File: config.mk
export PLATFORM = sky130hd
export DESIGN_NAME = img_cache_ctrl
export DESIGN_NICKNAME = d
export VERILOG_FILES = /design/src/rtl/img_cache_ctrl.sv
export SDC_FILE = /design/constraint.sdc
export NUM_CORES = 1
export LEC_CHECK = 0
export BUFFER_PORTS_ARGS = -buffer_cell sky130_fd_sc_hd__buf_2
export CORE_MARGIN = 3
export CORE_UTILIZATION = 40
export DETAILED_ROUTE_END_ITERATION = 8
export SETUP_SLACK_MARGIN = 0.4
export SYNTH_ARGS = -nofsm -noshare
export SYNTH_HDL_FRONTEND = slang
export SYNTH_SLANG_ARGS = --single-unit
File: constraint.sdc
create_clock -name clk -period 4.5 [get_ports clk]
set_input_delay 0 -clock clk [delete_from_list [all_inputs] [get_ports clk]]
set_output_delay 0 -clock clk [all_outputs]
set_load 0.02 [all_outputs]
File: src/rtl/img_cache_ctrl.sv
// Direct-mapped, write-through, no-write-allocate read cache between the CPU image
// ports and a word-wide backing memory; also produces the CPU read/write ready pulses.
module img_cache_ctrl #(
    parameter int ADDR_WIDTH = 19,
    parameter int DATA_WIDTH = 8,
    parameter int LINE_WORDS = 4,
    parameter int NUM_LINES  = 16,
    parameter int CNT_WIDTH  = 24
) (
    input  logic                  clk,
    input  logic                  rst,
    input  logic [ADDR_WIDTH-1:0] cpu_raddr,
    input  logic                  cpu_re,
    output logic [DATA_WIDTH-1:0] cpu_rdata,
    output logic                  cpu_rready,
    input  logic [ADDR_WIDTH-1:0] cpu_waddr,
    input  logic [DATA_WIDTH-1:0] cpu_wdata,
    input  logic                  cpu_we,
    output logic                  cpu_wready,
    input  logic                  flush,
    output logic                  mem_req,
    output logic                  mem_we,
    output logic [ADDR_WIDTH-1:0] mem_addr,
    output logic [DATA_WIDTH-1:0] mem_wdata,
    input  logic                  mem_ack,
    input  logic [DATA_WIDTH-1:0] mem_rdata,
    output logic [CNT_WIDTH-1:0]  hit_cnt,
    output logic [CNT_WIDTH-1:0]  miss_cnt
);

    localparam int OFF_W = $clog2(LINE_WORDS);
    localparam int IDX_W = $clog2(NUM_LINES);
    localparam int TAG_W = ADDR_WIDTH - OFF_W - IDX_W;
    localparam int WORDS = NUM_LINES * LINE_WORDS;

    localparam logic [OFF_W-1:0] LAST_WORD = OFF_W'(LINE_WORDS - 1);

    localparam logic [1:0] IDLE  = 2'd0;
    localparam logic [1:0] FILL  = 2'd1;
    localparam logic [1:0] WRITE = 2'd2;
    localparam logic [1:0] DONE  = 2'd3;

    function automatic logic [CNT_WIDTH-1:0] sat_inc(input logic [CNT_WIDTH-1:0] v);
        return (&v) ? v : v + CNT_WIDTH'(1);
    endfunction

    logic [1:0]           state;
    logic                 flush_pend;
    logic                 done_is_wr;
    logic [OFF_W-1:0]     word_cnt;
    logic [NUM_LINES-1:0] valid_q;

    logic [TAG_W-1:0]      tag_q  [NUM_LINES];
    logic [DATA_WIDTH-1:0] data_q [WORDS];

    logic [ADDR_WIDTH-1:0] fill_addr_p0;
    logic [ADDR_WIDTH-1:0] wr_addr_p0;
    logic [DATA_WIDTH-1:0] wr_data_p0;

    logic [TAG_W-1:0] rd_tag, f_tag, w_tag;
    logic [IDX_W-1:0] rd_idx, f_idx, w_idx;
    logic [OFF_W-1:0] rd_off, f_off, w_off;

    assign {rd_tag, rd_idx, rd_off} = cpu_raddr;
    assign {f_tag, f_idx, f_off}    = fill_addr_p0;
    assign {w_tag, w_idx, w_off}    = wr_addr_p0;

    logic                  rd_hit;
    logic                  wr_hit;
    logic                  fill_last;
    logic [DATA_WIDTH-1:0] fill_word;

    assign rd_hit    = valid_q[rd_idx] && (tag_q[rd_idx] == rd_tag);
    assign wr_hit    = valid_q[w_idx] && (tag_q[w_idx] == w_tag);
    assign fill_last = mem_ack && (word_cnt == LAST_WORD);
    // On the last ack the requested word may be the one arriving on mem_rdata.
    assign fill_word = (f_off == word_cnt) ? mem_rdata : data_q[{f_idx, f_off}];

    // Control stage: FSM, valid bits, read data register and counters
    always_ff @(posedge clk or negedge rst) begin
        if (!rst) begin
            state      <= IDLE;
            flush_pend <= 1'b0;
            done_is_wr <= 1'b0;
            word_cnt   <= '0;
            valid_q    <= '0;
            cpu_rdata  <= '0;
            hit_cnt    <= '0;
            miss_cnt   <= '0;
        end else begin
            if (flush && state != IDLE) flush_pend <= 1'b1;
            case (state)
                IDLE: begin
                    if (flush || flush_pend) begin
                        valid_q    <= '0;
                        flush_pend <= 1'b0;
                    end else if (cpu_we) begin
                        state <= WRITE;
                    end else if (cpu_re) begin
                        if (rd_hit) begin
                            cpu_rdata  <= data_q[{rd_idx, rd_off}];
                            hit_cnt    <= sat_inc(hit_cnt);
                            done_is_wr <= 1'b0;
                            state      <= DONE;
                        end else begin
                            miss_cnt <= sat_inc(miss_cnt);
                            word_cnt <= '0;
                            state    <= FILL;
                        end
                    end
                end
                FILL: begin
                    if (mem_ack) begin
                        word_cnt <= word_cnt + OFF_W'(1);
                        if (fill_last) begin
                            valid_q[f_idx] <= 1'b1;
                            cpu_rdata      <= fill_word;
                            done_is_wr     <= 1'b0;
                            state          <= DONE;
                        end
                    end
                end
                WRITE: begin
                    if (mem_ack) begin
                        done_is_wr <= 1'b1;
                        state      <= DONE;
                    end
                end
                default: state <= IDLE;
            endcase
        end
    end

    // Data stage: request capture, tag and line storage
    always_ff @(posedge clk) begin
        if (state == IDLE) begin
            fill_addr_p0 <= cpu_raddr;
            wr_addr_p0   <= cpu_waddr;
            wr_data_p0   <= cpu_wdata;
        end
        if (state == FILL && mem_ack) begin
            data_q[{f_idx, word_cnt}] <= mem_rdata;
            if (fill_last) tag_q[f_idx] <= f_tag;
        end
        if (state == WRITE && mem_ack && wr_hit) begin
            data_q[{w_idx, w_off}] <= wr_data_p0;
        end
    end

    assign mem_req    = (state == FILL) || (state == WRITE);
    assign mem_we     = (state == WRITE);
    assign cpu_rready = (state == DONE) && !done_is_wr;
    assign cpu_wready = (state == DONE) && done_is_wr;

    always_comb begin
        mem_addr  = '0;
        mem_wdata = '0;
        if (state == FILL) begin
            mem_addr = {f_tag, f_idx, word_cnt};
        end else if (state == WRITE) begin
            mem_addr  = wr_addr_p0;
            mem_wdata = wr_data_p0;
        end
    end

endmodule
==> metrics.txt <==
status complete, no violations; Max H-tree Level 3; Placed Cells 3775; Netlist Area Pre-Place 41150 µm²; Slew Limit Headroom 0.2463; asr flop ratio synth 0.09133; Synth Instances 2251; TritonCTS Sinks 854; post-DR vias/cell 6.151; Initial Util 0.4039; HPWL after detailed placement 82.51 mm; vias in the first global route 25.10k; grt ovf 0; Worst Skew 0.05687 ns; Worst EP required 4.81 ns; Slew @ Worst Pin roughly 1.1 ns; Max-Cap Viols 0; minimum clock period 4.019 ns; Worst Setup Start Kind flop; # DRC 0; Site Rows 117; Yosys reg bits 854; overall routed net length ~120 mm; maximum fanout along the worst path 64; crit share post-route 0.8931; Max Clock Freq 248.8 MHz; post-route insts no fill 4011; Clock Tree Buf Depth 3; final setup vio count 0; crit path DAT around 4.3 ns; post-route ant nets 0; Ys Warns 0; Final Hold Fails 0; critical path class reg2reg; worst skew pair latency 0.69 ns; Met3 Wirelength 11.42 mm; sequential area share after synthesis 0.6112; VDD IR max 0.4989 mV; Avg Cell Area, Syn 18.28 µm²; Vias 24.67k; Vert. Die Dim 326.8 µm; Post-synth EDFFs 766; WL met1 47.90 mm; first-pass GRT wire length 178.6 mm; leakage 16.68 nW; RSZ-0062 raised after global routing no; met2 WL approximately 59 mm; initial antenna violation count 2; pin count of the biggest net entering global routing between 60 and 70; Main synth FF type edfxtp_1; Layout area overhead 17.28%; share of layout cells above drive strength 1 0.3693; Syn Nets 2319; Clk pin slew, worst setup/hold paths 0.06 ns; Fin Setup TNS 0 ns; Iteration-0 DRC Markers about 2.7k; clk root buf clkbuf_16; IO Count 147; Die ar. 106800 µm²; Slew Limit Fails 0; Top Layer Used met5; Crit. End Element flop; PwrDens 526.6 nW/µm²; Hold Crit Class in2reg; Placeable Area approximately 100000 µm²; first-pass iteration count of the detailed router 8; # diodes 0; die extent in x 326.8 µm; gpl congestion 0.9082; Layout Nets 2631; detailed-route wire length per cell approximately 30 µm; TritonCTS clock tree built; Inserted Clock Buffers 92; Total GRT Usage 0.2299; Synth cell types 62; port bufs 146
==> critical path, stage by stage (launching register included) <==
cell	delay, ns
dfxtp_4	0.49
buf_16	0.22
mux4_2	0.51
mux4_2	0.50
xnor2_1	0.22
nand4_1	0.22
or4_4	0.68
buf_4	0.20
mux2_2	0.29
buf_12	0.17
==> timing repair <==
item,in CTS,in global routing
gates cloned,0,1
pin swaps,1,1
resized for setup,0,5
setup endpoints to repair,59,534
setup buffers,3,0
endpoints found under the hold margin,123,0
hold buffers,58,0
==> cell families (layout without fill, tap and decap cells) <==
| logic type | after synthesis | after routing | synth area share |
|---|---|---|---|
| and+or+nand+nor | 439 | 439 | 0.05284 |
| adders and majority gates | 8 | 8 | 0.002432 |
| AOI/OAI and AO/OA | 120 | 120 | 0.02049 |
| muxes | 584 | 584 | 0.2795 |
| xor gates and xnor gates | 73 | 73 | 0.01554 |
| buffers and inverters | 173 | 565 | 0.01797 |
| DFF | 854 | 854 | 0.6112 |
==> area by class of cell <==
type | instances | area, µm²
clock buffers | 108 | 2444
clock inverters | 66 | 616.8
fillers | 8539 | 53620
inverters | 13 | 48.80
multi-input cells | 1224 | 15360
flip-flops and latches | 854 | 25170
well taps | 1368 | 1712
repair buffers | 378 | 2914
==> cell usage in the layout, fill, tap and decap left out, types with 16 or more instances in the layout <==
cell type and count:
xor2_1 29, nand4_1 19, buf_4 158, nor2_1 79, clkinv_1 19, buf_2 140, and3_1 27, nor3_1 22
nand3_1 32, edfxtp_1 766, mux2_2 27, a22o_1 17, mux4_2 443, clkinv_2 21, and2_1 16, a21oi_1 23
nand2_1 154, dlygate4sd3_1 57, dfrtp_1 78, nor2b_1 17, o21ai_0 21, xnor2_1 44, clkbuf_16 94, buf_12 17
mux2i_1 107
==> registers in the layout (all words and copies together) (netlist names), named ones only <==
name and flops:
fill_addr_p0 19, flush_pend 1, miss_cnt 24, done_is_wr 1, wr_addr_p0 19, data_q 512
valid_q 16, cpu_rdata 8, wr_data_p0 8, tag_q 208, word_cnt 2, state 2
hit_cnt 24
==> metal layers <==
layer	GRT usage	vias to the layer above
met5	0	-
met4	0.07468	2
met3	0.05176	244
met2	0.3668	1332
met1	0.3151	13067
li1	-	10028
==> final timing paths <==
| path | startpoint | end | slack [ns] | depth (start not counted) |
|---|---|---|---|---|
| setup / recovery | flop | data_q[17][4] | 0.48 | 9 |
| hold / removal | cpu_waddr[10] | wr_addr_p0[10] | 0.05 | 2 |
| setup reg to reg | flop | data_q[17][4] | 0.48 | 9 |
| hold reg to reg | miss_cnt[8] | miss_cnt[8] | 0.48 | 1 |
| max in group asynchronous | rst | word_cnt[1] | 3.49 | 4 |
| min in group asynchronous | rst | miss_cnt[1] | 0.44 | 4 |
==> per-stage QoR <==
step | total power [W] | area (µm²) | utilization | hold slack, ns | worst slack (ns)
floorplan | 0.01490 | 41150 | - | -0.2956 | 0.6334
global placement | 0.01772 | 44540 | 0.4371 | 0.03779 | 0.2995
detailed placement | 0.01782 | 44540 | 0.4371 | 0.06185 | 0.2740
CTS | 0.02552 | 48220 | 0.4733 | 0.001618 | 0.4015
global route | 0.02639 | 48270 | 0.4737 | 0.01921 | 0.4053
finish | 0.02542 | 48270 | 0.4737 | 0.04626 | 0.4810
==> Yosys cell counts (23+ instances only) <==
cell | count | share of area
dfrtp_1 | 78 | 0.047
edfxtp_1 | 766 | 0.56
nand2_1 | 154 | 0.014
nor2_1 | 80 | 0.0073
mux2i_1 | 109 | 0.027
xor2_1 | 29 | 0.0062
mux4_2 | 443 | 0.24
mux2_2 | 27 | 0.0074
a21oi_1 | 23 | 0.0028
xnor2_1 | 44 | 0.0094
buf_2 | 36 | 0.0044
clkbuf_1 | 86 | 0.0078
nand3_1 | 32 | 0.0039
nor3_1 | 31 | 0.0038
buf_1 | 29 | 0.0026
and3_1 | 27 | 0.0041
==> power breakdown <==
part / switching, W / leakage (nW) / internal, W
registers: 0.000969 / 8.05 / 0.00928
logic: 0.00403 / 7.14 / 0.00353
clock network: 0.00324 / 1.49 / 0.00437
(Power assumes the default switching activity.)
